==> config.mk <==
export PLATFORM = sky130hd
export DESIGN_NAME = instr_fetch
export DESIGN_NICKNAME = d
export VERILOG_FILES = /design/src/rtl/instr_fetch.sv
export SDC_FILE = /design/constraint.sdc
export NUM_CORES = 1
export LEC_CHECK = 0
export CAP_MARGIN = 20
export CORE_ASPECT_RATIO = 0.7
export CORE_MARGIN = 2
export CORE_UTILIZATION = 40
export DETAILED_ROUTE_END_ITERATION = 10
export GPL_TIMING_DRIVEN = 0
export PLACE_DENSITY = 0.69
export SYNTH_ARGS = -nofsm -noshare
export SYNTH_HDL_FRONTEND = slang
export SYNTH_SLANG_ARGS = --single-unit
==> constraint.sdc <==
create_clock -name clk -period 8 [get_ports clk]
set_clock_uncertainty 0.15 [all_clocks]
set_input_delay 1.2 -clock clk [delete_from_list [all_inputs] [get_ports clk]]
set_output_delay 1.2 -clock clk [all_outputs]
set_load 0.01 [all_outputs]
==> src/rtl/instr_fetch.sv <==
// Instruction fetch stage: requests words from instruction memory, presents them to decode,
// and steers the fetch PC on accept using the branch controls; stops on HALT_WORD.
module instr_fetch #(
    parameter logic [63:0] RESET_PC  = 64'h0,
    parameter logic [31:0] HALT_WORD = 32'h0000_0000
) (
    input  logic        clk,
    input  logic        reset,
    output logic        imem_req,
    output logic [63:0] imem_addr,
    input  logic        imem_ready,
    input  logic [31:0] imem_rdata,
    output logic [31:0] instruction,
    output logic [63:0] pc,
    output logic        instr_valid,
    input  logic        instr_accept,
    input  logic        branch,
    input  logic        branch_if_zero,
    input  logic        branch_if_not_zero,
    input  logic        zero,
    input  logic [63:0] extended_instruction,
    output logic        halted,
    output logic [31:0] retired_count
);

    localparam int unsigned XLEN = 64;
    localparam int unsigned ILEN = 32;
    localparam int unsigned CNTW = 32;

    typedef enum logic [1:0] {
        S_FETCH = 2'd0,
        S_HOLD  = 2'd1,
        S_HALT  = 2'd2
    } state_e;

    state_e            state_q, state_d;
    logic [XLEN-1:0]   fetch_pc_q, fetch_pc_d;
    logic [XLEN-1:0]   pc_q, pc_d;
    logic [ILEN-1:0]   instr_q, instr_d;
    logic [CNTW-1:0]   cnt_q, cnt_d;
    logic              req_q, req_d;
    logic              valid_q, valid_d;
    logic              halted_q, halted_d;
    logic              taken_c;

    // State and output registers; reset wins over every other input.
    always_ff @(posedge clk) begin
        if (reset) begin
            state_q    <= S_FETCH;
            fetch_pc_q <= RESET_PC;
            pc_q       <= RESET_PC;
            instr_q    <= ILEN'(0);
            cnt_q      <= CNTW'(0);
            req_q      <= 1'b1;
            valid_q    <= 1'b0;
            halted_q   <= 1'b0;
        end else begin
            state_q    <= state_d;
            fetch_pc_q <= fetch_pc_d;
            pc_q       <= pc_d;
            instr_q    <= instr_d;
            cnt_q      <= cnt_d;
            req_q      <= req_d;
            valid_q    <= valid_d;
            halted_q   <= halted_d;
        end
    end

    // Next-state logic; status outputs are derived from the next state so they stay registered.
    always_comb begin
        state_d    = state_q;
        fetch_pc_d = fetch_pc_q;
        pc_d       = pc_q;
        instr_d    = instr_q;
        cnt_d      = cnt_q;
        taken_c    = branch | (branch_if_zero & zero) | (branch_if_not_zero & ~zero);

        case (state_q)
            S_FETCH: begin
                if (imem_ready) begin
                    if (imem_rdata == HALT_WORD) begin
                        state_d = S_HALT;
                    end else begin
                        instr_d = imem_rdata;
                        pc_d    = fetch_pc_q;
                        state_d = S_HOLD;
                    end
                end
            end
            S_HOLD: begin
                if (instr_accept) begin
                    fetch_pc_d = taken_c ? (pc_q + (extended_instruction << 2))
                                         : (pc_q + XLEN'(4));
                    cnt_d      = cnt_q + CNTW'(1);
                    state_d    = S_FETCH;
                end
            end
            S_HALT:  state_d = S_HALT;
            default: state_d = S_FETCH;
        endcase

        req_d    = (state_d == S_FETCH);
        valid_d  = (state_d == S_HOLD);
        halted_d = (state_d == S_HALT);
    end

    assign imem_req      = req_q;
    assign imem_addr     = fetch_pc_q;
    assign instruction   = instr_q;
    assign pc            = pc_q;
    assign instr_valid   = valid_q;
    assign halted        = halted_q;
    assign retired_count = cnt_q;

endmodule

==> results by group <==
Run status
  – Status: completed

Pwr
  – Max VDD drop: ~0.17 mV
  – Static leakage: 0.00557 uW
  – Power density cells: about 150 nW/um^2

Worst setup path
  – CP startpoint: zero
  – CP required: between 8 and 9 ns
  – Worst-path maximum fanout: 10
  – Worst Setup Start Kind: input port
  – Worst setup EP type: flop
  – Setup CP Type: in -> reg
  – Worst Path Arrival: 6.36 ns
  – Reg2reg start: pc[2]

Synthesis
  – Cell Area, Synth: 11100 um^2
  – Synth Area in Compound Gates: a little over a fifth
  – Cell count after synthesis: 1475
  – Synth Register Bits: between 150 and 200
  – Avg Synthesized Cell Area: 7.50 um^2
  – Post-Synth Adder-Cell Area: 7.19%
  – Synth Net Count: roughly 1600
  – Yosys warns: 0
  – Netlist cell types: 64
  – Top_reg_cell synth: dfxtp_1
  – Mux share of post-synthesis cell area: 0%
  – Largest family of logic cells by synthesized area: simple AND/OR/NAND/NOR gates
  – Synth Area in XOR/XNOR: 5.86%
  – Register area share after synthesis: roughly 36%
  – Post-synth EDFFs: 0
  – Async S/R FF share, synth: 0%
  – Post-synthesis simple-gate area fraction: a little over a quarter

Die
  – Die H: 143 um
  – Core ar.: around 27000 um^2
  – Initial Util: slightly above 40%
  – Die width: ~200 um
  – Ports: 299
  – Die Area: 29000 um^2
  – # rows: 50

Layout
  – FILL cells: 2569
  – Final Instance Area: 15100 um^2
  – Fraction of layout cells with a size suffix above 1: 2.72%
  – Final Instance Count excl. Fillers: 2168
  – Final Net Count: 1957
  – Syn-to-layout area delta: 36.4%
  – Final design utilization: between 50 and 60%

Timing
  – Period utilization: about three quarters
  – Minimum clock period: 6.12 ns
  – Rel. slew slack: 27.6%
  – Final Hold Viols: 0
  – Sum of negative setup slack: 0 ns
  – Fmax: between 150 and 200 MHz
  – RSZ-0062 raised after global routing: no
  – Slew Viols, Final: 0
  – Final setup fails: 0
  – Final worst slack: 1.88 ns
  – Worst Max-Slew Pin Slew: 1.08 ns

GRT
  – Global route overflow: 0
  – Largest net degree at the start of global routing: 19
  – First-pass GRT wire length: 62300 um
  – GRT Total Usage: 27.6%
  – Vias in the first global route: between 10000 and 15000
  – Initial antenna violation count: 0

CTS
  – Clock slew at reported path FFs: 0.08 ns
  – Clk_lat worst skew: 0.45 ns
  – Max clock buf depth: 2
  – Post-CTS setup buffers: 0
  – Post-CTS Resized: 0
  – Num CTS Buffers: 17
  – Hold_buf cts: 0
  – # clock sinks: 197
  – CTS tree: built
  – Root Buffer: clkbuf_16
  – H-tree depth reported by CTS: 4

Run
  – Max-cap violations: 0

Routing
  – Routed Antenna Nets: 0
  – Post-route DRC: 0
  – Vias post-DR: 11863
  – Wire per inst: 18.8 um
  – 1st-iter DRT viols: 1074
  – Detailed-route vias per instance: ~5.5
  – Pre-antenna DRT Iters: 5
  – Routed Wire Length: 40800 um

Hold path
  – Hold Crit Class: reg -> reg
  – Hold_sp: instruction[1]

Placed design
  – HPWL Detailed: 32000 um
  – Post-DP Area: 14500 um^2
  – DP Cell Count: 2135
  – I/O Buffers: 295
  – RePlAce Congestion: 0.949
  – Pre-CTS setup slack: between 1 and 1.5 ns
Yosys cell counts, drive strengths merged (3+ instances only):
| cell | instances | area (um^2) |
|---|---|---|
| and4 | 3 | 26.3 |
| a211oi | 9 | 72.6 |
| o31ai | 8 | 73.8 |
| nor2b | 66 | 413 |
| o21a | 10 | 75.1 |
| nor3b | 3 | 22.5 |
| o41a | 4 | 55.1 |
| nor4 | 11 | 68.8 |
| nor3 | 15 | 75.1 |
| a31oi | 13 | 81.3 |
| nor4b | 4 | 35.0 |
| and2 | 5 | 31.3 |
| ha | 62 | 776 |
| a41oi | 3 | 26.3 |
| o21bai | 9 | 67.6 |
| a21boi | 4 | 30.0 |
| xnor2 | 28 | 245 |
| or3 | 15 | 93.8 |
| xor2 | 46 | 403 |
| nand2 | 355 | 1330 |
| a21oi | 211 | 1060 |
| a211o | 4 | 35.0 |
| o211ai | 4 | 30.0 |
| nor2 | 79 | 297 |
| and3 | 11 | 73.8 |
| o311ai | 3 | 26.3 |
| dfxtp | 197 | 3940 |
| o21ai | 71 | 355 |
| nand3 | 26 | 130 |
| clkbuf | 73 | 274 |
| inv | 15 | 56.3 |
| a221oi | 3 | 26.3 |
| a21o | 31 | 233 |
| buf | 12 | 51.3 |
| nand4 | 27 | 184 |
| nand2b | 11 | 68.8 |
cell usage in the layout (no fill, tap or decap), types with 17 or more instances in the layout:
| cell type | count |
|---|---|
| a21o_1 | 31 |
| a21oi_1 | 211 |
| clkbuf_1 | 73 |
| clkbuf_16 | 17 |
| clkdlybuf4s50_1 | 295 |
| dfxtp_1 | 197 |
| ha_1 | 62 |
| nand2_1 | 355 |
| nand3_1 | 26 |
| nand4_1 | 26 |
| nor2_1 | 79 |
| nor2b_1 | 66 |
| o21ai_0 | 52 |
| o21ai_1 | 19 |
| xnor2_1 | 28 |
| xor2_1 | 46 |
final timing paths:
path	slack, ns	cells after the start	to
setup / recovery	1.88	17	imem_addr[60]
hold / removal	0.31	2	instruction[1]
setup reg to reg	4.07	12	imem_addr[60]
hold reg to reg	0.31	2	instruction[1]
final cells by class:
cell class / instances / area (um^2) / area share, %
Timing Repair Buffer: 296 / 2960 / 19.6
Inverter: 15 / 56.3 / 0.373
Clock inverter: 15 / 168 / 1.11
Multi-Input combinational cell: 1178 / 6750 / 44.7
Clock buffer: 17 / 425 / 2.82
Buffer: 85 / 325 / 2.16
Antenna cell: 1 / 2.50 / 0.0166
Sequential cell: 197 / 3940 / 26.1
Tap cell: 364 / 455 / 3.02
kinds of logic (layout without fill, tap and decap cells):
logic type,after synthesis,count (layout)
compound gates,404,404
other cells,0,1
simple gates,637,637
fa+ha+maj,63,63
flops,197,197
xor+xnor,74,74
buf+inv,100,428
where the power goes:
| part | switching [uW] | internal, uW | leakage (uW) |
|---|---|---|---|
| Sequential | 22.1 | 1010 | 0.00160 |
| Combinational | 216 | 162 | 0.00368 |
| Clock | 428 | 470 | 0.000285 |
| Total | 666 | 1640 | 0.00557 |
critical path, cell delays in order:
cell             delay (ns)
clkdlybuf4s50_1        0.49
nor2b_1                0.06
a211oi_2               0.66
clkbuf_1               0.38
or2_2                  0.21
ha_1                   0.19
inv_1                  0.06
fa_1                   0.40
nand2b_1               0.20
a21oi_1                0.23
o21ai_1                0.20
o311ai_1               0.77
a21oi_1                0.24
a31o_2                 0.36
o21ai_1                0.38
or3_1                  0.17
a32o_1                 0.15
flip-flops by register name, indices dropped and copies added (netlist names):
register,flops
imem_addr,64
pc,64
instruction,32
retired_count,32
state_q,2
halted,1
imem_req,1
instr_valid,1
routing by layer:
| metal | routed length, um | GRT usage (%) | share of wire, % | vias up |
|---|---|---|---|---|
| li1 | - | - | - | 5742 |
| met1 | 19200 | 39.7 | 47 | 5542 |
| met2 | 16700 | 39.7 | 41 | 540 |
| met3 | 4210 | 8.33 | 10 | 39 |
| met4 | 729 | 7.07 | 1.8 | 0 |
| met5 | 0 | 0 | 0 | - |
stage by stage:
step                      hold slack (ns)  power, uW
after CTS                           0.309       2320
after detailed placement            0.299       1430
final                               0.305       2300
after global placement              0.291       1420
after global routing                0.324       2390
after floorplan                     0.331       1240
(Power assumes the default switching activity.)
